## src/rtl/fp_wb_buffer_if.sv

```systemverilog
// Result and writeback bundle for fp_wb_buffer.
// slave: the buffer itself. master: the FMA/commit environment that drives it.
interface fp_wb_buffer_if #(
  parameter int unsigned DATA_W   = 32,
  parameter int unsigned DEST_W   = 6,
  parameter int unsigned TICKET_W = 4
);
  logic                issue_i;
  logic                res_valid_i;
  logic [DEST_W-1:0]   res_dest_i;
  logic [TICKET_W-1:0] res_tick_i;
  logic [DATA_W-1:0]   res_data_i;
  logic                busy_fu;
  logic                wb_valid_o;
  logic                wb_ready_i;
  logic [DEST_W-1:0]   wb_dest_o;
  logic [TICKET_W-1:0] wb_tick_o;
  logic [DATA_W-1:0]   wb_data_o;
  logic                overflow_o;

  modport slave (
    input  issue_i, res_valid_i, res_dest_i, res_tick_i, res_data_i, wb_ready_i,
    output busy_fu, wb_valid_o, wb_dest_o, wb_tick_o, wb_data_o, overflow_o
  );

  modport master (
    output issue_i, res_valid_i, res_dest_i, res_tick_i, res_data_i, wb_ready_i,
    input  busy_fu, wb_valid_o, wb_dest_o, wb_tick_o, wb_data_o, overflow_o
  );
endinterface

```

## src/rtl/fp_wb_buffer.sv

```systemverilog
// Writeback buffer behind the fixed-latency FMA pipeline.
// Captures the non-stallable result stream in a small FIFO, drains it over a
// valid/ready writeback port and throttles FMA issue so in-flight results
// always have a slot reserved.
// Optional feature: define FP_WB_BYPASS_EN for a zero-latency path when the
// FIFO is empty and the writeback port is ready.
module fp_wb_buffer #(
  parameter int unsigned DEPTH    = 4,
  parameter int unsigned FU_LAT   = 3,
  parameter int unsigned DATA_W   = 32,
  parameter int unsigned DEST_W   = 6,
  parameter int unsigned TICKET_W = 4
) (
  input  logic          clk,
  input  logic          rst_n,
  fp_wb_buffer_if.slave bus
);

  localparam int unsigned PTR_W = (DEPTH > 1) ? $clog2(DEPTH) : 1;
  localparam int unsigned CNT_W = $clog2(DEPTH + 1);

  if ((DEPTH < FU_LAT + 1) || ((DEPTH & (DEPTH - 1)) != 0)) begin : g_cfg_check
    $error("fp_wb_buffer: DEPTH must be a power of 2 and at least FU_LAT+1");
  end

  typedef struct packed {
    logic [DEST_W-1:0]   dest;
    logic [TICKET_W-1:0] tick;
    logic [DATA_W-1:0]   data;
  } entry_t;

  entry_t           mem [DEPTH];
  entry_t           res_entry;
  entry_t           head;
  logic [PTR_W-1:0] rd_ptr;
  logic [PTR_W-1:0] wr_ptr;
  logic [CNT_W-1:0] count;
  logic [CNT_W-1:0] count_nxt;
  logic [CNT_W-1:0] inflight;
  logic [CNT_W-1:0] inflight_nxt;
  logic [CNT_W:0]   occupancy;
  logic             overflow;
  logic             empty;
  logic             full;
  logic             bypass;
  logic             pop;
  logic             push;
  logic             drop;

  assign res_entry = '{dest: bus.res_dest_i, tick: bus.res_tick_i, data: bus.res_data_i};
  assign empty     = (count == '0);
  assign full      = (count == CNT_W'(DEPTH));

`ifdef FP_WB_BYPASS_EN
  // An empty FIFO with a ready port hands the result straight through and
  // skips the write; if the port is not ready the result is still stored.
  assign bypass         = empty && bus.res_valid_i && bus.wb_ready_i;
  assign bus.wb_valid_o = !empty || bus.res_valid_i;
  assign head           = (empty && bus.res_valid_i) ? res_entry : mem[rd_ptr];
`else
  assign bypass         = 1'b0;
  assign bus.wb_valid_o = !empty;
  assign head           = mem[rd_ptr];
`endif

  assign pop  = !empty && bus.wb_ready_i;
  assign drop = bus.res_valid_i && full && !pop;
  assign push = bus.res_valid_i && !bypass && !drop;

  assign bus.wb_dest_o  = head.dest;
  assign bus.wb_tick_o  = head.tick;
  assign bus.wb_data_o  = head.data;
  assign bus.overflow_o = overflow;

  // Reservation check uses registered state only, so issue_i never loops back.
  assign occupancy   = {1'b0, count} + {1'b0, inflight};
  assign bus.busy_fu = (occupancy >= (CNT_W + 1)'(DEPTH));

  // Next occupancy and in-flight count; results with nothing in flight do not underflow.
  always_comb begin
    count_nxt    = count;
    inflight_nxt = inflight;
    if (push && !pop) begin
      count_nxt = count + 1'b1;
    end else if (!push && pop) begin
      count_nxt = count - 1'b1;
    end
    if (bus.issue_i && !bus.res_valid_i) begin
      inflight_nxt = inflight + 1'b1;
    end else if (!bus.issue_i && bus.res_valid_i && (inflight != '0)) begin
      inflight_nxt = inflight - 1'b1;
    end
  end

  // Pointers, counters and the sticky overflow flag.
  always_ff @(posedge clk or negedge rst_n) begin
    if (!rst_n) begin
      rd_ptr   <= '0;
      wr_ptr   <= '0;
      count    <= '0;
      inflight <= '0;
      overflow <= 1'b0;
    end else begin
      if (push) wr_ptr <= wr_ptr + 1'b1;
      if (pop)  rd_ptr <= rd_ptr + 1'b1;
      count    <= count_nxt;
      inflight <= inflight_nxt;
      if (drop) overflow <= 1'b1;
    end
  end

  // Entry storage; cleared on reset so the idle payload reads as zero.
  always_ff @(posedge clk or negedge rst_n) begin
    if (!rst_n) begin
      for (int unsigned i = 0; i < DEPTH; i++) begin
        mem[i] <= '0;
      end
    end else if (push) begin
      mem[wr_ptr] <= res_entry;
    end
  end

endmodule
```

## src/flat_wrapper.sv

```systemverilog
// flat-port wrapper written by rule: the top's interface ports become plain ports
module fp_wb_buffer_flat 
#(
  parameter int unsigned DEPTH    = 4,
  parameter int unsigned FU_LAT   = 3,
  parameter int unsigned DATA_W   = 32,
  parameter int unsigned DEST_W   = 6,
  parameter int unsigned TICKET_W = 4
)
  (clk, rst_n, bus_issue_i, bus_res_valid_i, bus_res_dest_i, bus_res_tick_i, bus_res_data_i, bus_wb_ready_i, bus_busy_fu, bus_wb_valid_o, bus_wb_dest_o, bus_wb_tick_o, bus_wb_data_o, bus_overflow_o);
  fp_wb_buffer_if #(.DATA_W(DATA_W), .DEST_W(DEST_W), .TICKET_W(TICKET_W)) bus_i ();
  input  logic clk;
  input  logic rst_n;
  input wire logic [$bits(bus_i.issue_i)-1:0] bus_issue_i;
  input wire logic [$bits(bus_i.res_valid_i)-1:0] bus_res_valid_i;
  input wire logic [$bits(bus_i.res_dest_i)-1:0] bus_res_dest_i;
  input wire logic [$bits(bus_i.res_tick_i)-1:0] bus_res_tick_i;
  input wire logic [$bits(bus_i.res_data_i)-1:0] bus_res_data_i;
  input wire logic [$bits(bus_i.wb_ready_i)-1:0] bus_wb_ready_i;
  output wire logic [$bits(bus_i.busy_fu)-1:0] bus_busy_fu;
  output wire logic [$bits(bus_i.wb_valid_o)-1:0] bus_wb_valid_o;
  output wire logic [$bits(bus_i.wb_dest_o)-1:0] bus_wb_dest_o;
  output wire logic [$bits(bus_i.wb_tick_o)-1:0] bus_wb_tick_o;
  output wire logic [$bits(bus_i.wb_data_o)-1:0] bus_wb_data_o;
  output wire logic [$bits(bus_i.overflow_o)-1:0] bus_overflow_o;
  assign bus_i.issue_i = bus_issue_i;
  assign bus_i.res_valid_i = bus_res_valid_i;
  assign bus_i.res_dest_i = bus_res_dest_i;
  assign bus_i.res_tick_i = bus_res_tick_i;
  assign bus_i.res_data_i = bus_res_data_i;
  assign bus_i.wb_ready_i = bus_wb_ready_i;
  assign bus_busy_fu = bus_i.busy_fu;
  assign bus_wb_valid_o = bus_i.wb_valid_o;
  assign bus_wb_dest_o = bus_i.wb_dest_o;
  assign bus_wb_tick_o = bus_i.wb_tick_o;
  assign bus_wb_data_o = bus_i.wb_data_o;
  assign bus_overflow_o = bus_i.overflow_o;
  fp_wb_buffer #(.DEPTH(DEPTH), .FU_LAT(FU_LAT), .DATA_W(DATA_W), .DEST_W(DEST_W), .TICKET_W(TICKET_W)) u_core (.clk(clk), .rst_n(rst_n), .bus(bus_i));
endmodule
```

## config.mk

```make
export PLATFORM = sky130hd
export DESIGN_NAME = fp_wb_buffer_flat
export DESIGN_NICKNAME = d
export VERILOG_FILES = /design/src/rtl/fp_wb_buffer_if.sv /design/src/rtl/fp_wb_buffer.sv /design/src/flat_wrapper.sv
export SDC_FILE = /design/constraint.sdc
export NUM_CORES = 1
export LEC_CHECK = 0
export ABC_AREA = 1
export BUFFER_PORTS_ARGS = -buffer_cell sky130_fd_sc_hd__buf_2
export CORE_ASPECT_RATIO = 0.75
export CORE_MARGIN = 5
export CORE_UTILIZATION = 53
export CTS_BUF_LIST = sky130_fd_sc_hd__clkbuf_16
export CTS_CLUSTER_SIZE = 8
export DETAILED_ROUTE_END_ITERATION = 10
export GPL_TIMING_DRIVEN = 1
export HOLD_SLACK_MARGIN = 0.12
export PLACE_DENSITY_LB_ADDON = 0.2
export SLEW_MARGIN = 20
export SYNTH_ARGS = -nofsm -noshare
export SYNTH_HDL_FRONTEND = slang
export SYNTH_SLANG_ARGS = --single-unit
```

## constraint.sdc

```tcl
create_clock -name clk -period 1.81 [get_ports clk]
set_input_delay 0.2715 -clock clk [delete_from_list [all_inputs] [get_ports clk]]
set_output_delay 0.2715 -clock clk [all_outputs]
set_load 0.02 [all_outputs]
```

==> results of run 1 <==
[cell type report]
cell class | instances | area [um^2]
clock inverter | 13 | 122.6
multi-input combinational | 604 | 3513
inverter | 56 | 215.2
timing repair buffer | 144 | 1536
fill | 1180 | 4577
tap | 205 | 256.5
sequential | 179 | 4481
clock buffer | 17 | 425.4
[state kept, by name (all words and copies together), names as in the netlist]
signal,count
u_core.bus.overflow_o,1
u_core.mem,168
u_core.count,3
u_core.inflight,3
u_core.rd_ptr,2
u_core.wr_ptr,2
[report_power, final]
| group | total [mW] | switching, mW | internal [mW] |
|---|---|---|---|
| combinational | 12.3 | 6.78 | 5.48 |
| sequential | 7.10 | 1.24 | 5.86 |
| clock | 3.48 | 1.49 | 1.99 |
[worst min-delay path by stage]
stage / startpoint / endpoint / slack [ns] / cells past startpoint
6_report: bus_res_data_i[9] / u_core.mem[93]$_DFFE_PN0P_ / 0.15 / 3
5_1_grt: bus_res_data_i[9] / u_core.mem[93]$_DFFE_PN0P_ / 0.15 / 3
4_1_cts: bus_res_data_i[9] / u_core.mem[93]$_DFFE_PN0P_ / 0.14 / 3
3_5_place_dp: rst_n / u_core.mem[40]$_DFFE_PN0P_ / 0.26 / 1
3_3_place_gp: rst_n / u_core.mem[0]$_DFFE_PN0P_ / 0.26 / 1
2_1_floorplan: rst_n / u_core.bus.overflow_o$_DFFE_PN0P_ / -0.02 / 0
[cells by family after synthesis]
family | Yosys count
fa+ha+maj | 9
compound gates | 300
buf+inv | 118
flops | 179
xor+xnor | 3
simple gates | 292
[what timing repair did]
action | in CTS | in global routing
buffers inserted | 7 | 5
gates cloned | 9 | 2
setup endpoints to repair | 44 | 45
hold buffers | 1 | 0
pin swaps | 24 | 28
resized for setup | 172 | 69
hold endpoints to repair | 45 | 0
[stage by stage]
stage          utilization, %  worst slack, ns  hold slack [ns]  area (um^2)
2_1_floorplan               -         0.008832         -0.02409         8122
3_3_place_gp            58.47          0.02659           0.2569         8845
3_5_place_dp            58.47         -0.01637           0.2610         8845
4_1_cts                 67.45          -0.1756           0.1417        10200
5_1_grt                 69.74          -0.2419           0.1504        10550
6_report                69.74          -0.1827           0.1505        10550
[cell usage in the layout (no fill, tap or decap), types with 3 or more instances in the layout]
| cell type | instances |
|---|---|
| dfrtp_1 | 178 |
| nand2_2 | 4 |
| clkinv_2 | 3 |
| nor2_4 | 18 |
| buf_4 | 39 |
| buf_6 | 26 |
| o22ai_1 | 15 |
| ha_1 | 5 |
| o21ai_0 | 129 |
| o21ai_1 | 72 |
| nor2_1 | 50 |
| buf_16 | 10 |
| o22ai_2 | 25 |
| nand2_1 | 185 |
| buf_2 | 47 |
| nor2_2 | 21 |
| o21ai_4 | 3 |
| buf_12 | 19 |
| inv_1 | 54 |
| nand3_1 | 7 |
| o21ai_2 | 51 |
| clkbuf_16 | 19 |
| inv_2 | 3 |
| nand3_4 | 3 |
[critical path: cells and delay by family, from the launching register on]
| kind | cells | cell delay (ns) |
|---|---|---|
| buffers and inverters | 4 | 0.59 |
| flip-flops | 1 | 0.44 |
| AO/OA/AOI/OAI | 2 | 0.26 |
[layer usage]
layer / track usage [%] / up-vias / routed length, um
li1: - / 3209 / -
met2: 37.41 / 230 / 9521
met4: 6.291 / 0 / 275
met5: 0 / - / 0
met1: 34.87 / 3217 / 9830
met3: 5.696 / 28 / 1518
==> impl_metrics.tcl, run 1 <==
set metrics [dict create \
    status "finished, violations left" \
    violations "setup timing" \
    reg2reg_slack_ns 0.06 \
    clockRootBuffer "clkbuf_16" \
    synth_compound_area_share_pct 20.57 \
    syn_nets 957 \
    crit_fanout 5 \
    std_cell_rows 39 \
    synth_top_family_by_area "compound AO/OA/AOI/OAI gates" \
    report.final.slew_viol_count 0 \
    period_minus_slack_ns 1.993 \
    synth_seq_cells 179 \
    clk_pin_slew_ns 0.06 \
    ys.flop_type "dfrtp_1" \
    die_area_um2 17910 \
    yosysWarningCount 0 \
    fin_cells 1218 \
    die_w_um 152.9 \
    hpwl_um 11380 \
    avgSynthCellArea_um2 9.006 \
    synth_top_area_share_pct 55.20 \
    cp-endpoint "bus_wb_data_o[6]" \
    via_per_inst 5.488 \
    r2r-start "u_core.count[1]$_DFFE_PN0P_" \
    portBuffers 91 \
    htreeDepth 4 \
    tightest_slew_ns 0.5373 \
    clk_path_buf_depth 2 \
    finalWorstSetupSlack_ns -0.1827 \
    gp_congestion 0.7905 \
    synthCells 901 \
    dp_cells 1165 \
    fin_nets 1058 \
    yosys.area.top_type "dfrtp_1" \
    crit_chain "buf_12 > buf_12 > clkbuf_16 > o21ai_2 > o22ai_1 > buf_4" \
    cp.required_ns 1.54 \
    ff2ff_path_depth 10 \
    synth_cell_types 23 \
    ant_nets 0 \
    synth.most_common_cell "nand2_1" \
    insertion_delay_ns 0.42 \
    via_count 6684 \
    arrival_ns 1.72 \
    rsz0062_at_grt "true" \
    setup_tns_ns -6.137 \
    syn_to_final_growth_pct 30.02 \
    wl_per_cell_um 17.36 \
    routed_wl_um 21150 \
    synthArstFlopShare_pct 100.0 \
    drive_above_1_share_pct 30.40 \
    ios 92 \
    synth_area_um2 8114 \
    fmax_mhz 501.8 \
    ir_drop_mv 1.279 \
    startpoint "u_core.rd_ptr[0]$_DFFE_PN0P_" \
    cts_sinks 179 \
    synth_mux_area_share_pct 0 \
    grt.overflow.total 0 \
    synth_edf_count 0 \
    p_leak_nw 4.977 \
    grt_use_total_pct 24.14 \
    drtIter0Drc 604 \
    min_period_over_period_pct 110.1 \
    drc 0 \
    diodes 0 \
    power.density_nw_per_um2 2165 \
    yosys.area_share.adder_pct 1.573 \
    cts_buffers 17 \
    drt_first_pass_iters 5 \
    path_common_cell "buf_12" \
    coreArea_um2 15130 \
    cp_slowest_cell "dfrtp_2" \
    synth_common_cells "nand2_1 (189), dfrtp_1 (179), o21ai_0 (167)" \
    cts_tree "yes" \
    worstSetupEndpointType "output port" \
    setup_viol 42 \
    fin_skew_ns 0.008897 \
    start_util_pct 53.64 \
    power_mw 22.85 \
    die_h_um 117.2 \
    antenna_found_initial 0 \
    grt_pass1_vias 6441 \
    maxSlewHeadroom_pct 64.18 \
    critPathKind "reg -> out" \
    hold_violations 0 \
    grt_start_max_net_pins 69 \
    ys_seq_area_share_pct 55.20 \
    grt_pass1_wl_um 34070 \
    yosys-top-cells-area "dfrtp_1 (55%), o21ai_0 (10%), nand2_1 (8.7%)" \
    synth-simple-area-share_pct 14.11 \
    hp-class "in -> reg" \
    r2r_end "u_core.count[2]$_DFFE_PN0P_" \
    synth_xor_area_share_pct 0.3238 \
    maxCapViolations 0 \
    slowest_delay_ns 0.44 \
    cp-start-kind "flop" \
]
Note: power is estimated with default switching activity, not from simulation.
==> run 2, diff against run 1 <==
--- a/config.mk
+++ b/config.mk
@@ -16,5 +16,5 @@
 export GPL_TIMING_DRIVEN = 1
 export HOLD_SLACK_MARGIN = 0.12
-export PLACE_DENSITY_LB_ADDON = 0.2
+export PLACE_DENSITY = 0.76
 export SLEW_MARGIN = 20
 export SYNTH_ARGS = -nofsm -noshare
==> constraint.sdc (replaced) <==
create_clock -name clk -period 1.81 [get_ports clk]
set_input_delay 0.362 -clock clk [delete_from_list [all_inputs] [get_ports clk]]
set_output_delay 0.362 -clock clk [all_outputs]
set_load 0.02 [all_outputs]
==> impl_metrics.tcl, run 2 (same netlist as run 1, synthesis figures left out) <==
set metrics [dict create \
    status "finished, violations left" \
    violations "setup timing" \
    grt_use_total_pct 22.00 \
    p_int_mw 12.17 \
    via_per_inst 5.391 \
    maxCapViolations 0 \
    top_regs "u_core.mem: 168 flops, u_core.count: 3 flops, u_core.inflight: 3 flops" \
    swShare_pct 41.09 \
    grt_pass1_vias 6290 \
    cts_sinks 179 \
    min_period_over_period_pct 116.4 \
    routed_wl_um 19320 \
    holdWs_ns 0.2204 \
    maxSlewHeadroom_pct 71.57 \
    cts_buffers 17 \
    coreArea_um2 15130 \
    largest_reg_flops 168 \
    wl_per_cell_um 16.00 \
    clk_pin_slew_ns 0.06 \
    portBuffers 91 \
    std_cell_rows 39 \
    dp_worst_setup_slack_ns -0.01944 \
    routed-wl-met3_um 1177 \
    setup_tns_ns -9.065 \
    cts_tree "yes" \
    die_w_um 152.9 \
    clk_path_buf_depth 2 \
    hpwl_um 11090 \
    worstSetupEndpointType "output port" \
    fin_nets 1046 \
    wl_met1_um 9011 \
    htreeDepth 4 \
    p_clk_share_pct 16.9 \
    power_switching_mw 8.490 \
    syn_to_final_growth_pct 21.51 \
    finalWorstSetupSlack_ns -0.2975 \
    drtIter0Drc 443 \
    met2_length_um 8945 \
    highest_layer "met4" \
    grt_start_max_net_pins 85 \
    arrival_ns 1.75 \
    drt_first_pass_iters 5 \
    critPathKind "reg -> out" \
    die_area_um2 17910 \
    insertion_delay_ns 0.43 \
    ant_nets 0 \
    grt_pass1_wl_um 31660 \
    cp.required_ns 1.45 \
    die_h_um 117.2 \
    share_seq_of_total_power_pct 33.6 \
    p_leak_nw 4.753 \
    post-route-util_pct 65.18 \
    mostFrequentLayoutCells "nand2_1 (185), dfrtp_1 (178), o21ai_0 (130)" \
    final_common_cell "nand2_1" \
    period_minus_slack_ns 2.107 \
    diodes 0 \
    largest-register "u_core.mem" \
    pwr-share-comb_pct 49.5 \
    crit_fanout 20 \
    ios 92 \
    hp-class "in -> reg" \
    power.density_nw_per_um2 2096 \
    gp_congestion 0.7651 \
    cp-start-kind "flop" \
    tightest_slew_ns 0.4264 \
    clockRootBuffer "clkbuf_16" \
    drive_above_1_share_pct 23.35 \
    rsz0062_at_grt "true" \
    antenna_found_initial 0 \
    start_util_pct 53.64 \
    ir_drop_mv 1.194 \
    hold_violations 0 \
    report.final.slew_viol_count 0 \
    grt.overflow.total 0 \
    fin_skew_ns 0.004991 \
    drc 0 \
    via_count 6507 \
    fmax_mhz 474.5 \
    setup_viol 44 \
]
## run 2: path summary, 6_finish.rpt
kind	from	endpoint	slack [ns]	cells after the start
setup / recovery	u_core.rd_ptr[0]$_DFFE_PN0P_	bus_wb_data_o[5]	-0.30	5
hold / removal	bus_res_dest_i[0]	u_core.mem[78]$_DFFE_PN0P_	0.22	3
setup reg to reg	u_core.count[1]$_DFFE_PN0P_	u_core.count[2]$_DFFE_PN0P_	-0.01	10
hold reg to reg	u_core.mem[54]$_DFFE_PN0P_	u_core.mem[54]$_DFFE_PN0P_	0.48	2
min in group asynchronous	rst_n	u_core.mem[0]$_DFFE_PN0P_	0.43	2
max in group asynchronous	rst_n	u_core.mem[13]$_DFFE_PN0P_	0.82	3
## run 2: layout make-up
class	count	area, um^2
Tap cell	205	256.5
Clock buffer	17	425.4
Timing Repair Buffer	132	1215
Sequential cell	179	4481
Inverter	56	217.7
Fill cell	1260	5268
Clock inverter	14	122.6
Multi-Input combinational cell	604	3142
## run 2: stage by stage
step | instance area (um^2) | instances | power [mW]
6_report | 9859 | 1207 | 20.66
3_5_place_dp | 8820 | 1162 | 15.48
5_1_grt | 9859 | 1207 | 22.16
3_3_place_gp | 8820 | 1162 | 15.24
2_1_floorplan | 8122 | 901 | 12.83
4_1_cts | 9618 | 1198 | 19.97
## run 2: repair_timing
item / in CTS / in global routing
hold endpoints to repair: 34 / 0
setup endpoints to repair: 44 / 45
pin swaps: 6 / 12
cloned: 2 / 2
buffers inserted: 2 / 7
hold buffers: 1 / 0
resized for setup: 64 / 72
## run 2: per-layer routing
layer  track usage (%)  vias to the layer above
li1                  -                     3168
met3             5.366                       20
met2             35.26                      196
met1             30.76                     3123
met4             5.638                        0
met5                 0                        -
## run 2: worst max-delay path, stage by stage, from the launching register on
cell and delay [ns]:
dfrtp_2 0.48, clkinv_4 0.14, buf_12 0.17, o21ai_0 0.09, o22ai_1 0.23, buf_4 0.20
## run 2: power by group through the flow
stage / logic, mW / clock network (mW) / registers (mW)
floorplan: 6.17 / 0 / 6.65
global placement: 8.42 / 0 / 6.82
detailed placement: 8.62 / 0 / 6.85
CTS: 9.57 / 3.55 / 6.85
global route: 11.3 / 3.72 / 7.14
finish: 10.2 / 3.49 / 6.94
==> run 3, diff against run 2 <==
CORE_UTILIZATION = 58   (was 53)
CTS_BUF_LIST = sky130_fd_sc_hd__clkbuf_4 sky130_fd_sc_hd__clkbuf_8 sky130_fd_sc_hd__clkbuf_16   (was sky130_fd_sc_hd__clkbuf_16)
PLACE_DENSITY = 0.79   (was 0.76)
clock period = 2.3 ns   (was 1.81 ns; I/O delays follow)
==> impl_metrics.tcl, run 3 (same netlist as run 1, synthesis figures left out) <==
set metrics [dict create \
    use_met3_pct 4.439 \
    via_per_inst 5.590 \
    rsz0062_at_grt "true" \
    die_area_um2 16480 \
    clockRootBuffer "clkbuf_16" \
    post-route-cell-area_um2 9248 \
    power.density_nw_per_um2 1617 \
    nFillCells 1117 \
    grt_use_total_pct 22.69 \
    crit_chain "inv_2 > buf_12 > o21ai_0 > o22ai_1 > buf_2" \
    syn_to_final_growth_pct 13.97 \
    power_mw 14.96 \
    htreeDepth 4 \
    fmax_mhz 449.2 \
    antenna_found_initial 0 \
    critPathKind "reg -> out" \
    maxCapViolations 0 \
    post-route-util_pct 67.49 \
    place_area_um2 8602 \
    worstSetupEndpointType "output port" \
    cts_sinks 179 \
    std_cell_rows 37 \
    die_w_um 146.6 \
    wl_per_cell_um 15.74 \
    finalWorstSetupSlack_ns 0.07382 \
    gp_congestion 0.7608 \
    clk_pin_slew_ns 0.07 \
    use_met1_pct 33.78 \
    dp_worst_setup_slack_ns 0.3103 \
    fin_nets 1026 \
    portBuffers 91 \
    grt_start_max_net_pins 85 \
    p_leak_nw 4.532 \
    drive_above_1_share_pct 18.72 \
    critPathBufInv 3 \
    cts_tree "yes" \
    largest-register "u_core.mem" \
    largest_reg_flops 168 \
    top_regs "u_core.mem: 168 flops, u_core.count: 3 flops, u_core.inflight: 3 flops" \
    report.final.slew_viol_count 0 \
    drt_first_pass_iters 5 \
    maxSlewHeadroom_pct 66.04 \
    power_switching_mw 6.282 \
    hold_violations 0 \
    ios 92 \
    start_util_pct 59.21 \
    slowest_delay_ns 0.45 \
    cp-start-kind "flop" \
    grt_pass1_vias 6059 \
    p_int_mw 8.675 \
    ant_nets 0 \
    grt_busiest_layer "met2" \
    final_common_cell "nand2_1" \
    swShare_pct 42.00 \
    holdWs_ns 0.3374 \
    insertion_delay_ns 0.42 \
    via_count 6473 \
    hp-class "in -> reg" \
    grt.overflow.total 0 \
    ir_drop_mv 0.8572 \
    fin_cells 1158 \
    min_period_over_period_pct 96.79 \
    diodes 0 \
    coreArea_um2 13700 \
    grt_pass1_wl_um 30510 \
    setup_viol 0 \
    die_h_um 112.4 \
    tightest_slew_ns 0.5094 \
    cp.required_ns 1.84 \
    setup_tns_ns 0 \
    dp_cells 1125 \
    drc 0 \
    routed_wl_um 18230 \
    p_clk_share_pct 19.8 \
    cts_setup_buffers 0 \
    drtIter0Drc 470 \
    cpLargestDelayFamily "buffers and inverters" \
    mostFrequentLayoutCells "nand2_1 (189), dfrtp_1 (178), o21ai_0 (167)" \
    clk_path_buf_depth 2 \
    period_minus_slack_ns 2.226 \
    cp_slowest_cell "dfrtp_2" \
    cts_buffers 17 \
    status "complete, no violations" \
    share_seq_of_total_power_pct 36.2 \
    hpwl_um 11130 \
    pwr-share-comb_pct 44.0 \
    arrival_ns 1.77 \
    fin_skew_ns 0.007901 \
    grt_use_met2_pct 34.31 \
    crit_fanout 40 \
]
## run 3: final timing paths
kind | slack, ns | start | cells after the start | endpoint
worst max-delay path | 0.07 | u_core.rd_ptr[0]$_DFFE_PN0P_ | 5 | bus_wb_data_o[27]
worst min-delay path | 0.34 | bus_res_data_i[21] | 3 | u_core.mem[63]$_DFFE_PN0P_
worst max register to register | 0.35 | u_core.count[0]$_DFFE_PN0P_ | 9 | u_core.count[2]$_DFFE_PN0P_
worst min register to register | 0.48 | u_core.mem[42]$_DFFE_PN0P_ | 2 | u_core.mem[42]$_DFFE_PN0P_
max in group asynchronous | 1.11 | rst_n | 3 | u_core.mem[57]$_DFFE_PN0P_
min in group asynchronous | 0.56 | rst_n | 2 | u_core.mem[0]$_DFFE_PN0P_
## run 3: metal layers
| layer | up-vias | routed length [um] |
|---|---|---|
| li1 | 3133 | - |
| met1 | 3086 | 8500 |
| met2 | 234 | 8326 |
| met3 | 20 | 1214 |
| met4 | 0 | 189 |
| met5 | - | 0 |
## run 3: area by class of cell
type	count	area (um^2)	share of cell area, %
Multi-Input combinational cell	604	2980	32.23
Sequential cell	179	4481	48.45
Clock inverter	15	182.7	1.975
Timing Repair Buffer	112	749.5	8.104
Tap cell	175	219.0	2.368
Inverter	56	210.2	2.273
Clock buffer	17	425.4	4.600
## run 3: worst register-to-register path, delay by kind of cell, from the launching register on
kind          cells  cell delay [ns]
xor+xnor          1             0.15
fa+ha+maj         2             0.56
simple gates      5             0.60
buf+inv           1             0.07
flops             1             0.44
## run 3: power by group through the flow
stage | Combinational [mW] | Clock [mW] | Sequential (mW)
after floorplan | 4.85 | 0 | 5.23
after global routing | 7.39 | 3.15 | 5.58
after detailed placement | 6.53 | 0 | 5.41
final | 6.58 | 2.96 | 5.41
after global placement | 6.35 | 0 | 5.38
after CTS | 6.57 | 3.01 | 5.39
## run 3: timing repair
action / 4_1_cts / 5_1_grt
endpoints found under the setup margin: 1 / 4
hold buffers: 1 / 0
resized for setup: 1 / 5
endpoints found under the hold margin: 47 / 0
